--- src/rtl/uart_pkg.sv ---
// Shared UART register map and field positions.
// Used by the RX controller here and by the TX controller. Holds the byte
// offsets of the APB registers, the register-select enum derived from
// PADDR[3:2], CTRL/STATUS bit positions, and the data-bits legal range.
package uart_pkg;

  // Byte offsets of the word-aligned APB registers.
  localparam logic [3:0] ADDR_CTRL    = 4'h0;
  localparam logic [3:0] ADDR_STATUS  = 4'h4;
  localparam logic [3:0] ADDR_DATA    = 4'h8;
  localparam logic [3:0] ADDR_TIMEOUT = 4'hC;

  // Register select, taken from PADDR[3:2].
  typedef enum logic [1:0] {
    REG_CTRL    = 2'd0,
    REG_STATUS  = 2'd1,
    REG_DATA    = 2'd2,
    REG_TIMEOUT = 2'd3
  } reg_sel_e;

  // CTRL field positions.
  localparam int CTRL_RXEN     = 0;
  localparam int CTRL_DBITS_LO = 1;
  localparam int CTRL_DBITS_HI = 4;
  localparam int CTRL_PARITY   = 5;
  localparam int CTRL_STOP2    = 6;
  localparam int CTRL_IE_RX    = 7;
  localparam int CTRL_IE_ERR   = 8;
  localparam int CTRL_FLUSH    = 9;
  localparam int CTRL_WM_LO    = 12;
  localparam int CTRL_WM_HI    = 15;

  // STATUS field positions.
  localparam int STAT_EMPTY     = 0;
  localparam int STAT_FULL      = 1;
  localparam int STAT_OVERRUN   = 2;
  localparam int STAT_FRAME_ERR = 3;
  localparam int STAT_TIMEOUT   = 4;
  localparam int STAT_LEVEL_LO  = 8;
  localparam int STAT_LEVEL_HI  = 14;

  // Legal data-bits range for a frame.
  localparam logic [3:0] DATA_BITS_MIN = 4'd5;
  localparam logic [3:0] DATA_BITS_MAX = 4'd8;

  // Force a requested data-bits value into the legal range.
  function automatic logic [3:0] clamp_data_bits(input logic [3:0] req);
    logic [3:0] res;
    res = req;
    if (req < DATA_BITS_MIN) res = DATA_BITS_MIN;
    else if (req > DATA_BITS_MAX) res = DATA_BITS_MAX;
    return res;
  endfunction

endpackage

--- src/rtl/uart_rx_ctrl_if.sv ---
// APB slave bus bundle for the UART receive controller.
// Signals: PSEL, PENABLE, PWRITE, PADDR[3:0], PWDATA[31:0] (master -> slave);
//          PRDATA[31:0], PREADY, PSLVERR (slave -> master).
// Handshake: an access completes on the rising edge where PSEL & PENABLE are
// both high; PREADY is held at 1 so every access phase is exactly one cycle.
interface uart_rx_ctrl_if;
  logic        PSEL;
  logic        PENABLE;
  logic        PWRITE;
  logic [3:0]  PADDR;
  logic [31:0] PWDATA;
  logic [31:0] PRDATA;
  logic        PREADY;
  logic        PSLVERR;

  modport master (
    output PSEL, PENABLE, PWRITE, PADDR, PWDATA,
    input  PRDATA, PREADY, PSLVERR
  );

  modport slave (
    input  PSEL, PENABLE, PWRITE, PADDR, PWDATA,
    output PRDATA, PREADY, PSLVERR
  );
endinterface

--- src/rtl/uart_rx_fifo.sv ---
// Synchronous receive FIFO.
// Ports: clk, rst_n (sync, active-low), push/din, pop/dout (head shown
// combinationally), flush (empties the FIFO, beats push/pop), full, empty,
// level (0..DEPTH).
// Pointers carry one extra wrap bit so full and empty are distinguishable.
// A push while full is accepted only when a pop happens in the same cycle.
module uart_rx_fifo #(
  parameter int DEPTH = 16,
  parameter int WIDTH = 8
) (
  input  logic                       clk,
  input  logic                       rst_n,
  input  logic                       push,
  input  logic                       pop,
  input  logic                       flush,
  input  logic [WIDTH-1:0]           din,
  output logic [WIDTH-1:0]           dout,
  output logic                       full,
  output logic                       empty,
  output logic [$clog2(DEPTH):0]     level
);
  localparam int AW = $clog2(DEPTH);

  logic [WIDTH-1:0] mem [DEPTH];
  logic [AW:0]      wr_ptr;
  logic [AW:0]      rd_ptr;
  logic             do_push;
  logic             do_pop;

  assign empty   = (wr_ptr == rd_ptr);
  assign full    = (wr_ptr[AW] != rd_ptr[AW]) && (wr_ptr[AW-1:0] == rd_ptr[AW-1:0]);
  assign level   = wr_ptr - rd_ptr;
  assign dout    = mem[rd_ptr[AW-1:0]];
  assign do_pop  = pop & ~empty;
  assign do_push = push & (~full | do_pop);

  always_ff @(posedge clk) begin
    if (!rst_n) begin
      wr_ptr <= '0;
      rd_ptr <= '0;
    end else if (flush) begin
      wr_ptr <= '0;
      rd_ptr <= '0;
    end else begin
      if (do_push) wr_ptr <= wr_ptr + 1'b1;
      if (do_pop)  rd_ptr <= rd_ptr + 1'b1;
    end
  end

  // Storage needs no reset; only the pointers define valid contents.
  always_ff @(posedge clk) begin
    if (rst_n && !flush && do_push) mem[wr_ptr[AW-1:0]] <= din;
  end

endmodule

--- src/rtl/uart_rx_ctrl.sv ---
// APB-side receive controller for one UART instance.
// Ports: PCLK, PRESETn (sync, active-low), apb (APB slave bundle),
//   baud_tick (one strobe per bit time), rx_done/rx_data (completed
//   character), error_rx_detect (frame/parity/stop error strobe);
//   RXen, number_data_receive, parity_bit_mode, stop_bit_twice (frame format
//   to rx_fsm), data_is_avail (FIFO can take a character), irq (level irq).
// Registers: CTRL 0x0, STATUS 0x4, DATA 0x8 (read pops), TIMEOUT 0xC.
module uart_rx_ctrl
  import uart_pkg::*;
#(
  parameter int DEPTH = 16,
  parameter int TO_W  = 8
) (
  input  logic             PCLK,
  input  logic             PRESETn,
  uart_rx_ctrl_if.slave    apb,
  input  logic             baud_tick,
  input  logic             rx_done,
  input  logic [7:0]       rx_data,
  input  logic             error_rx_detect,
  output logic             RXen,
  output logic [3:0]       number_data_receive,
  output logic             parity_bit_mode,
  output logic             stop_bit_twice,
  output logic             data_is_avail,
  output logic             irq
);
  localparam int AW = $clog2(DEPTH);

  // Configuration registers.
  logic            rxen;
  logic [3:0]      data_bits;
  logic            parity;
  logic            stop2;
  logic            ie_rx;
  logic            ie_err;
  logic [3:0]      watermark;
  logic [TO_W-1:0] to_thr;

  // Sticky status and timeout state.
  logic            overrun;
  logic            frame_err;
  logic            timeout;
  logic [TO_W-1:0] to_cnt;

  // FIFO connections.
  logic [7:0]      fifo_dout;
  logic            fifo_full;
  logic            fifo_empty;
  logic [AW:0]     fifo_level;

  // APB decode.
  reg_sel_e        reg_sel;
  logic            acc;
  logic            addr_ok;
  logic            wr_en;
  logic            rd_en;
  logic            wr_ctrl;
  logic            wr_status;
  logic            wr_to;
  logic            flush;
  logic            pop;
  logic            push;
  logic            ovr_set;
  logic            to_inc;
  logic            to_set;
  logic [31:0]     rdata;
  logic            irq_next;
  logic [7:0]      level8;
  logic [3:0]      wm_eff;
  logic            unused_bits;

  assign reg_sel   = reg_sel_e'(apb.PADDR[3:2]);
  assign acc       = apb.PSEL & apb.PENABLE;
  assign addr_ok   = (apb.PADDR[1:0] == 2'b00);
  assign wr_en     = acc & apb.PWRITE & addr_ok;
  assign rd_en     = acc & ~apb.PWRITE & addr_ok;
  assign wr_ctrl   = wr_en & (reg_sel == REG_CTRL);
  assign wr_status = wr_en & (reg_sel == REG_STATUS);
  assign wr_to     = wr_en & (reg_sel == REG_TIMEOUT);
  assign flush     = wr_ctrl & apb.PWDATA[CTRL_FLUSH];
  assign pop       = rd_en & (reg_sel == REG_DATA) & ~fifo_empty;

  // A full FIFO still accepts a character when the head leaves in the same
  // cycle; a flush discards any character arriving with it.
  assign push    = rx_done & ~flush & (~fifo_full | pop);
  assign ovr_set = rx_done & fifo_full & ~pop & ~flush;

  // Counter advances only below the threshold, so it saturates there and
  // the timeout bit is set exactly once per idle period.
  assign to_inc = baud_tick & ~fifo_empty & (to_cnt < to_thr);
  assign to_set = to_inc & ((to_cnt + TO_W'(1)) == to_thr);

  uart_rx_fifo #(
    .DEPTH (DEPTH),
    .WIDTH (8)
  ) u_fifo (
    .clk   (PCLK),
    .rst_n (PRESETn),
    .push  (push),
    .pop   (pop),
    .flush (flush),
    .din   (rx_data),
    .dout  (fifo_dout),
    .full  (fifo_full),
    .empty (fifo_empty),
    .level (fifo_level)
  );

  always_ff @(posedge PCLK) begin
    if (!PRESETn) begin
      rxen      <= 1'b0;
      data_bits <= DATA_BITS_MAX;
      parity    <= 1'b0;
      stop2     <= 1'b0;
      ie_rx     <= 1'b0;
      ie_err    <= 1'b0;
      watermark <= '0;
      to_thr    <= '0;
      overrun   <= 1'b0;
      frame_err <= 1'b0;
      timeout   <= 1'b0;
      to_cnt    <= '0;
      irq       <= 1'b0;
    end else begin
      if (wr_ctrl) begin
        rxen      <= apb.PWDATA[CTRL_RXEN];
        ie_rx     <= apb.PWDATA[CTRL_IE_RX];
        ie_err    <= apb.PWDATA[CTRL_IE_ERR];
        watermark <= apb.PWDATA[CTRL_WM_HI:CTRL_WM_LO];
        // Frame format is frozen while the receiver is enabled.
        if (!rxen) begin
          data_bits <= clamp_data_bits(apb.PWDATA[CTRL_DBITS_HI:CTRL_DBITS_LO]);
          parity    <= apb.PWDATA[CTRL_PARITY];
          stop2     <= apb.PWDATA[CTRL_STOP2];
        end
      end
      if (wr_to) to_thr <= apb.PWDATA[TO_W-1:0];

      // Sticky bits: a new event in the clearing cycle wins over the W1C.
      overrun   <= ovr_set | (overrun & ~(wr_status & apb.PWDATA[STAT_OVERRUN]));
      frame_err <= error_rx_detect |
                   (frame_err & ~(wr_status & apb.PWDATA[STAT_FRAME_ERR]));
      timeout   <= to_set | (timeout & ~(wr_status & apb.PWDATA[STAT_TIMEOUT]));

      if (push || pop || flush) to_cnt <= '0;
      else if (to_inc)          to_cnt <= to_cnt + TO_W'(1);

      irq <= irq_next;
    end
  end

  // Watermark 0 behaves as 1 so an enabled rx interrupt always means data.
  assign level8 = 8'(fifo_level);
  assign wm_eff = (watermark == 4'd0) ? 4'd1 : watermark;

  always_comb begin
    irq_next = 1'b0;
    if (ie_rx && ((level8 >= {4'b0, wm_eff}) || timeout)) irq_next = 1'b1;
    if (ie_err && (overrun || frame_err)) irq_next = 1'b1;
  end

  always_comb begin
    rdata = '0;
    case (reg_sel)
      REG_CTRL: begin
        rdata[CTRL_RXEN]                   = rxen;
        rdata[CTRL_DBITS_HI:CTRL_DBITS_LO] = data_bits;
        rdata[CTRL_PARITY]                 = parity;
        rdata[CTRL_STOP2]                  = stop2;
        rdata[CTRL_IE_RX]                  = ie_rx;
        rdata[CTRL_IE_ERR]                 = ie_err;
        rdata[CTRL_WM_HI:CTRL_WM_LO]       = watermark;
      end
      REG_STATUS: begin
        rdata[STAT_EMPTY]                    = fifo_empty;
        rdata[STAT_FULL]                     = fifo_full;
        rdata[STAT_OVERRUN]                  = overrun;
        rdata[STAT_FRAME_ERR]                = frame_err;
        rdata[STAT_TIMEOUT]                  = timeout;
        rdata[STAT_LEVEL_HI:STAT_LEVEL_LO]   = 7'(fifo_level);
      end
      REG_DATA: begin
        if (!fifo_empty) rdata[7:0] = fifo_dout;
      end
      REG_TIMEOUT: begin
        rdata[TO_W-1:0] = to_thr;
      end
      default: rdata = '0;
    endcase
  end

  assign apb.PRDATA  = (PRESETn && rd_en) ? rdata : 32'h0;
  assign apb.PREADY  = 1'b1;
  assign apb.PSLVERR = PRESETn & acc & ~addr_ok;

  assign RXen                = rxen;
  assign number_data_receive = data_bits;
  assign parity_bit_mode     = parity;
  assign stop_bit_twice      = stop2;
  assign data_is_avail       = rxen & ~fifo_full;

  assign unused_bits = ^apb.PWDATA[31:16];

endmodule

--- src/flat_wrapper.sv ---
// flat-port wrapper written by rule: the top's interface ports become plain ports
module uart_rx_ctrl_flat import uart_pkg::*;
#(
  parameter int DEPTH = 16,
  parameter int TO_W  = 8
)
  (PCLK, PRESETn, baud_tick, rx_done, rx_data, error_rx_detect, RXen, number_data_receive, parity_bit_mode, stop_bit_twice, data_is_avail, irq, apb_PSEL, apb_PENABLE, apb_PWRITE, apb_PADDR, apb_PWDATA, apb_PRDATA, apb_PREADY, apb_PSLVERR);
  uart_rx_ctrl_if apb_i ();
  input  logic PCLK;
  input  logic PRESETn;
  input  logic baud_tick;
  input  logic rx_done;
  input  logic [7:0] rx_data;
  input  logic error_rx_detect;
  output logic RXen;
  output logic [3:0] number_data_receive;
  output logic parity_bit_mode;
  output logic stop_bit_twice;
  output logic data_is_avail;
  output logic irq;
  input wire logic [$bits(apb_i.PSEL)-1:0] apb_PSEL;
  input wire logic [$bits(apb_i.PENABLE)-1:0] apb_PENABLE;
  input wire logic [$bits(apb_i.PWRITE)-1:0] apb_PWRITE;
  input wire logic [$bits(apb_i.PADDR)-1:0] apb_PADDR;
  input wire logic [$bits(apb_i.PWDATA)-1:0] apb_PWDATA;
  output wire logic [$bits(apb_i.PRDATA)-1:0] apb_PRDATA;
  output wire logic [$bits(apb_i.PREADY)-1:0] apb_PREADY;
  output wire logic [$bits(apb_i.PSLVERR)-1:0] apb_PSLVERR;
  assign apb_i.PSEL = apb_PSEL;
  assign apb_i.PENABLE = apb_PENABLE;
  assign apb_i.PWRITE = apb_PWRITE;
  assign apb_i.PADDR = apb_PADDR;
  assign apb_i.PWDATA = apb_PWDATA;
  assign apb_PRDATA = apb_i.PRDATA;
  assign apb_PREADY = apb_i.PREADY;
  assign apb_PSLVERR = apb_i.PSLVERR;
  uart_rx_ctrl #(.DEPTH(DEPTH), .TO_W(TO_W)) u_core (.PCLK(PCLK), .PRESETn(PRESETn), .apb(apb_i), .baud_tick(baud_tick), .rx_done(rx_done), .rx_data(rx_data), .error_rx_detect(error_rx_detect), .RXen(RXen), .number_data_receive(number_data_receive), .parity_bit_mode(parity_bit_mode), .stop_bit_twice(stop_bit_twice), .data_is_avail(data_is_avail), .irq(irq));
endmodule
--- config.mk ---
export PLATFORM = sky130hd
export DESIGN_NAME = uart_rx_ctrl_flat
export DESIGN_NICKNAME = d
export VERILOG_FILES = /design/src/rtl/uart_pkg.sv /design/src/rtl/uart_rx_ctrl_if.sv /design/src/rtl/uart_rx_fifo.sv /design/src/rtl/uart_rx_ctrl.sv /design/src/flat_wrapper.sv
export SDC_FILE = /design/constraint.sdc
export NUM_CORES = 1
export LEC_CHECK = 0
export ABC_AREA = 1
export CELL_PAD_IN_SITES_DETAIL_PLACEMENT = 0
export CELL_PAD_IN_SITES_GLOBAL_PLACEMENT = 2
export CORE_ASPECT_RATIO = 1.75
export CORE_MARGIN = 2
export CORE_UTILIZATION = 35
export DETAILED_ROUTE_END_ITERATION = 10
export HOLD_SLACK_MARGIN = 0.12
export PLACE_DENSITY = 0.86
export SLEW_MARGIN = 20
export SYNTH_ARGS = -nofsm -noshare
export SYNTH_HDL_FRONTEND = slang
export SYNTH_SLANG_ARGS = --single-unit
--- constraint.sdc ---
create_clock -name PCLK -period 6.8 [get_ports PCLK]
set_clock_uncertainty 0.05 [all_clocks]
set_input_delay 1.36 -clock PCLK [delete_from_list [all_inputs] [get_ports PCLK]]
set_output_delay 1.36 -clock PCLK [all_outputs]
set_load 0.05 [all_outputs]
==> results of run 1 <==
[sequential cells by signal, summed over array words and instances (netlist names), 4 cells and up, named ones only]
signal                      cells
u_core.u_fifo.mem             128
u_core.to_cnt                   8
u_core.to_thr                   8
u_core.u_fifo.rd_ptr            5
u_core.u_fifo.wr_ptr            5
u_core.number_data_receive      4
u_core.watermark                4
[power groups by stage]
stage | Combinational, W | Sequential, W | Clock [W]
CTS | 0.000131 | 0.00116 | 0.00100
detailed placement | 0.000131 | 0.00118 | 0
global route | 0.000143 | 0.00116 | 0.00104
floorplan | 0.0000835 | 0.00118 | 0
global placement | 0.000130 | 0.00118 | 0
finish | 0.000129 | 0.00116 | 0.000986
[how the worst max path moves through the flow]
stage                       start             end  slack, ns  depth (start not counted)
after CTS                 PRESETn   apb_PRDATA[8]       0.87                          7
after detailed placement  PRESETn   apb_PRDATA[8]       0.87                          7
after global placement    PRESETn  apb_PRDATA[12]       0.85                          7
after floorplan           PRESETn     apb_PSLVERR       2.44                          4
after global routing      PRESETn   apb_PRDATA[8]       0.69                          7
final                     PRESETn   apb_PRDATA[8]       0.94                          7
[synth_stat cells (all sizes together)]
| cell | instances |
|---|---|
| xor2 | 7 |
| o31ai | 2 |
| o21a | 1 |
| ha | 22 |
| xnor3 | 1 |
| o21bai | 2 |
| o211ai | 37 |
| fa | 1 |
| buf | 29 |
| a21oi | 72 |
| nor2 | 63 |
| a21boi | 1 |
| nor3 | 6 |
| conb | 2 |
| nand3b | 1 |
| nand3 | 64 |
| clkbuf | 19 |
| a32oi | 1 |
| o22ai | 3 |
| xnor2 | 1 |
| nor3b | 1 |
| a221oi | 1 |
| dfxtp | 47 |
| inv | 141 |
| nand4 | 4 |
| edfxtp | 128 |
| nand2 | 125 |
| o21ai | 79 |
[metrics by stage]
stage | util | hold slack [ns]
final | 0.418 | 0.419
after global routing | 0.418 | 0.444
after CTS | 0.418 | 0.424
after detailed placement | 0.392 | 0.408
after global placement | 0.392 | 0.411
after floorplan | - | 0.389
[final cells by class]
| class | count | area [sq um] |
|---|---|---|
| Clock inverter | 14 | 165 |
| Timing Repair Buffer | 65 | 636 |
| Multi-Input combinational cell | 512 | 2810 |
| Sequential cell | 175 | 4790 |
| Tap cell | 304 | 380 |
| Clock buffer | 18 | 429 |
| Inverter | 141 | 529 |
| Fill cell | 2310 | 13600 |
[per-layer routing]
metal / track usage / wire length (um) / up-vias
met5: 0 / 0 / -
met2: 0.331 / 11800 / 129
li1: - / - / 2973
met3: 0.0296 / 546 / 41
met4: 0.0826 / 828 / 0
met1: 0.179 / 7760 / 2783
[logic make-up (layout without fill, tap and decap cells)]
kind of cell	Yosys count	count (layout)	share of synthesized area
simple gates	264	264	0.147
compound gates	199	199	0.135
buf+inv	189	238	0.0950
flops	175	175	0.575
fa+ha+maj	23	23	0.0355
xor+xnor	9	9	0.0120
other cells	2	17	0.000902
[critical path, delay by kind of cell]
| kind | cells | cell delay, ns |
|---|---|---|
| buffers and inverters | 4 | 1.87 |
| AOI/OAI and AO/OA | 1 | 0.21 |
| and+or+nand+nor | 2 | 0.99 |
==> results.md, run 1 <==
- Worst hold stages: 2
- CTS clk-pin slew, worst paths: 0.07 ns
- Commonest non-fill, non-tap cell in the layout: inv_1
- Antenna violation net count after detailed routing: 0
- Worst slack at placement: 0.874 ns
- Crit path time final: 5.86 ns
- Setup slack, reg-to-reg: 3.81 ns
- PD cells: 233 nW/um^2
- Number of remaining DRC errors: 0
- Synth area leaders: edfxtp_1, dfxtp_1, inv_1
- Largest net degree at the start of global routing: 89
- Post-layout instance area: 9740 sq um
- Die width: 121 um
- Worst hold endpoint: u_core.irq
- Layout cells sized above 1: 0.0670
- Placed insts: 1197
- Synth Cell Area: 8320 sq um
- Latest clock arrival within the worst-skew pair: 0.43 ns
- Worst-Margin Slew: 1.05 ns
- Die H: 208 um
- Top-area cell type share of the netlist area: 0.462
- IO buf count: 59
- Sink Count: 175
- Routed wire length: 21.0 mm
- CP Class: primary input to primary output
- Starting DRT DRC Count: 366
- Critical-path top delay cell: clkdlybuf4s50_1
- Placed cell area: 9150 sq um
- Leak: 3.60 nW
- Post-CTS sizing: 0
- RSZ-0062 raised after global routing: no
- Antenna Cells: 0
- Max_cap viols: 0
- Synth-to-layout area growth: 17.1%
- GRT Util Overall: 0.174
- Die ar.: 25100 sq um
- FF+latch count, synth: 175
- P_int: 0.00177 W
- CTS Hold Bufs: 0
- # setup viols final: 0
- Total core area: 23300 sq um
- Commonest cells after routing, fill and taps aside: inv_1, edfxtp_1, nand2_1
- Initial antenna violation count: 0
- Sw Pwr: 0.000504 W
- Num CTS Buffers: 17
- Slew margin rel.: 0.295
- Critical path startpoint category: primary input
- Syn Inst Count: 861
- Most common cell on crit path: clkdlybuf4s50_1
- Via count: 5926
- Fin cells: 1229
- Clock H-tree levels: 4
- Fin. max-slew vios: 0
- Sw Share: 0.222
- Clock tree buffer depth: 2
- Vias per cell: 4.82
- Critical Path RT: 5.39 ns
- Final Hold Fails: 0
- Post-CTS Setup Bufs: 0
- YS warnings: 0
- Fin nets: 987
- Overall power: 0.00227 W
- Worst min path class: register to register
- FF-to-FF End: u_core.u_fifo.mem[10][0]
- I/O Pins: 95
- Flop pwr share: 0.509
- Vias in the first global route: 5955
- Distinct cells, synth: 44
- Synth area leader: edfxtp_1
- R2R Path Start: u_core.u_fifo.wr_ptr[0]
- CTS tree: built
- GR Overflow Total: 0
- Comb power frac: 0.057
- Starting Density: 0.357
- Status: completed
- Clock share of power: 0.434
- RD Place Congestion: 0.837
- Num rows: 74
- Root Buffer Master: clkbuf_16
- Worst-path cell chain: clkdlybuf4s50_1 -> buf_4 -> inv_1 -> nor2_1 -> nand2_1 -> o22ai_1 -> clkdlybuf4s50_1
- CP endpoint kind: primary output
- Wire per inst: 17.1 um
- Drt pass-1 iters: 5
- Setup TNS: 0 ns
- First-pass GRT wire length: 32.8 mm
- Worst-path fanout max: 20
- Peak VDD IR: 169 uV
- Detail Placement HPWL: 15.3 mm
- Worst setup margin: 0.938 ns
- Min-delay src: u_core.ie_rx
- Crit path arrival time: 4.45 ns
- Depth of the worst register-to-register path: 11
- Max frequency: 171 MHz
- Critical path's largest stage delay: 0.83 ns
- Syn Area/Cell: 9.67 sq um
- Final period utilization: 0.862
- Register area share after synthesis: 0.575
(Power assumes the default switching activity.)
==> inputs of run 2 (changes only) <==
Settings changed: CORE_UTILIZATION 35 to 32, CTS_CLUSTER_DIAMETER set to 80, PLACE_DENSITY 0.86 to 0.83.
Clock period 6.8 ns to 4.95 ns, I/O delays scaled along.
==> run 2 against run 1 <==
Effect of this change:
- sequential share of layout area fell by 1.6 points
- die area rose by 9.1%
- non-clock buffer count rose by 14
- largest cell class unchanged
- largest power group unchanged
==> results.md, run 2 (synthesis gave the netlist of run 1 again) <==
- Max_cap viols: 0
- IO buf count: 59
- CTS Hold Bufs: 0
- Vias per cell: 4.74
- Final period utilization: 0.841
- Met3 WL: 648 um
- Comb power frac: 0.056
- Critical Path RT: 3.91 ns
- Starting Density: 0.323
- Latest clock arrival within the worst-skew pair: 0.44 ns
- Worst min path class: register to register
- Number of flip-flops in the largest register: 128
- Layout fillers: 2567
- Die H: 217 um
- Post-CTS Setup Bufs: 0
- Num CTS Buffers: 17
- Slew margin rel.: 0.375
- Worst slack at placement: 0.751 ns
- PD cells: 317 nW/um^2
- Worst-Margin Slew: 0.934 ns
- Die width: 126 um
- Met2 WL: 12.1 mm
- Hold WS: 0.417 ns
- Commonest cells after routing, fill and taps aside: inv_1, edfxtp_1, nand2_1
- Initial antenna violation count: 0
- Final Hold Fails: 0
- Antenna violation net count after detailed routing: 0
- Post-CTS sizing: 0
- Critical path startpoint category: primary input
- Sw Share: 0.221
- I/O Pins: 95
- Via count: 5963
- Peak VDD IR: 242 uV
- Worst-path fanout max: 8
- Fin nets: 1001
- Num rows: 78
- Fin cells: 1259
- Util after Layout: 0.391
- Setup TNS: 0 ns
- Antenna Cells: 0
- Detail Placement HPWL: 15.4 mm
- Synth-to-layout area growth: 21.0%
- Met1 WL: 7.65 mm
- R2R Path Start: u_core.u_fifo.wr_ptr[0]
- P_int: 0.00249 W
- Top routing layer used: met4
- CTS tree: built
- Worst setup margin: 0.789 ns
- Min-delay src: u_core.ie_rx
- Leak: 3.79 nW
- RSZ-0062 raised after global routing: no
- CTS clk-pin slew, worst paths: 0.06 ns
- RD Place Congestion: 0.808
- Clock share of power: 0.446
- Largest net degree at the start of global routing: 129
- CP Class: primary input to primary output
- Drt pass-1 iters: 5
- GR Overflow Total: 0
- Placed insts: 1227
- Clock tree buffer depth: 2
- Number of remaining DRC errors: 0
- Fin. max-slew vios: 0
- Sink Count: 175
- Sw Pwr: 0.000704 W
- Layout cells sized above 1: 0.0990
- Starting DRT DRC Count: 342
- Total core area: 25800 sq um
- Vias in the first global route: 5907
- First-pass GRT wire length: 32.7 mm
- Die ar.: 27400 sq um
- Crit path time final: 4.16 ns
- Commonest non-fill, non-tap cell in the layout: inv_1
- Status: completed
- Wire per inst: 16.8 um
- GRT Util Overall: 0.159
- Routed wire length: 21.2 mm
- Clock H-tree levels: 4
- # setup viols final: 0
- Flop pwr share: 0.498
- CP endpoint kind: primary output
- Crit path from: apb_PADDR[1]
- Max frequency: 240 MHz
- Crit path arrival time: 3.12 ns
- Root Buffer Master: clkbuf_16
==> run 2: cell count changes in the layout (fill, tap and decap cells not counted), moves of 3 or more <==
cell,before,now
clkdlybuf4s50_1,59,43
buf_12,0,17
clkinvlp_4,3,0
clkbuf_16,17,20
buf_4,6,19
==> run 2: area by class of cell <==
| class | instances | area, sq um | share of cell area |
|---|---|---|---|
| sequential | 175 | 4790 | 0.476 |
| multi-input combinational | 512 | 2800 | 0.278 |
| timing repair buffer | 79 | 913 | 0.0907 |
| inverter | 141 | 529 | 0.0525 |
| clock buffer | 21 | 514 | 0.0511 |
| tap | 320 | 400 | 0.0398 |
| clock inverter | 11 | 121 | 0.0120 |
==> run 2: path summary, 6_finish.rpt <==
check / to / slack (ns) / cells after the start
max: apb_PRDATA[12] / 0.79 / 7
min: u_core.irq / 0.42 / 2
max reg2reg: u_core.u_fifo.mem[6][3] / 2.03 / 11
min reg2reg: u_core.irq / 0.42 / 2
==> run 2: per-stage QoR <==
stage	instance area (sq um)	power, W
after floorplan	8380	0.00173
after global placement	9440	0.00180
after detailed placement	9440	0.00180
after CTS	10100	0.00322
after global routing	10100	0.00329
final	10100	0.00319
==> run 2: power by group through the flow <==
stage	clock (W)	combinational, W	sequential (W)
final	0.00142	0.000180	0.00159
after global routing	0.00150	0.000198	0.00159
after CTS	0.00145	0.000183	0.00159
after detailed placement	0	0.000182	0.00162
after global placement	0	0.000181	0.00162
after floorplan	0	0.000115	0.00162
==> run 2: metal layers <==
metal | vias up | GRT usage
met5 | - | 0
met4 | 0 | 0.0788
met3 | 32 | 0.0310
met2 | 146 | 0.308
met1 | 2785 | 0.158
li1 | 3000 | -
==> run 2: critical path: stages <==
cell             delay (ns)
clkdlybuf4s50_1        0.39
nor2_1                 0.18
nand4_1                0.14
nor2_1                 0.58
nand2_1                0.33
o22ai_1                0.33
buf_12                 0.18
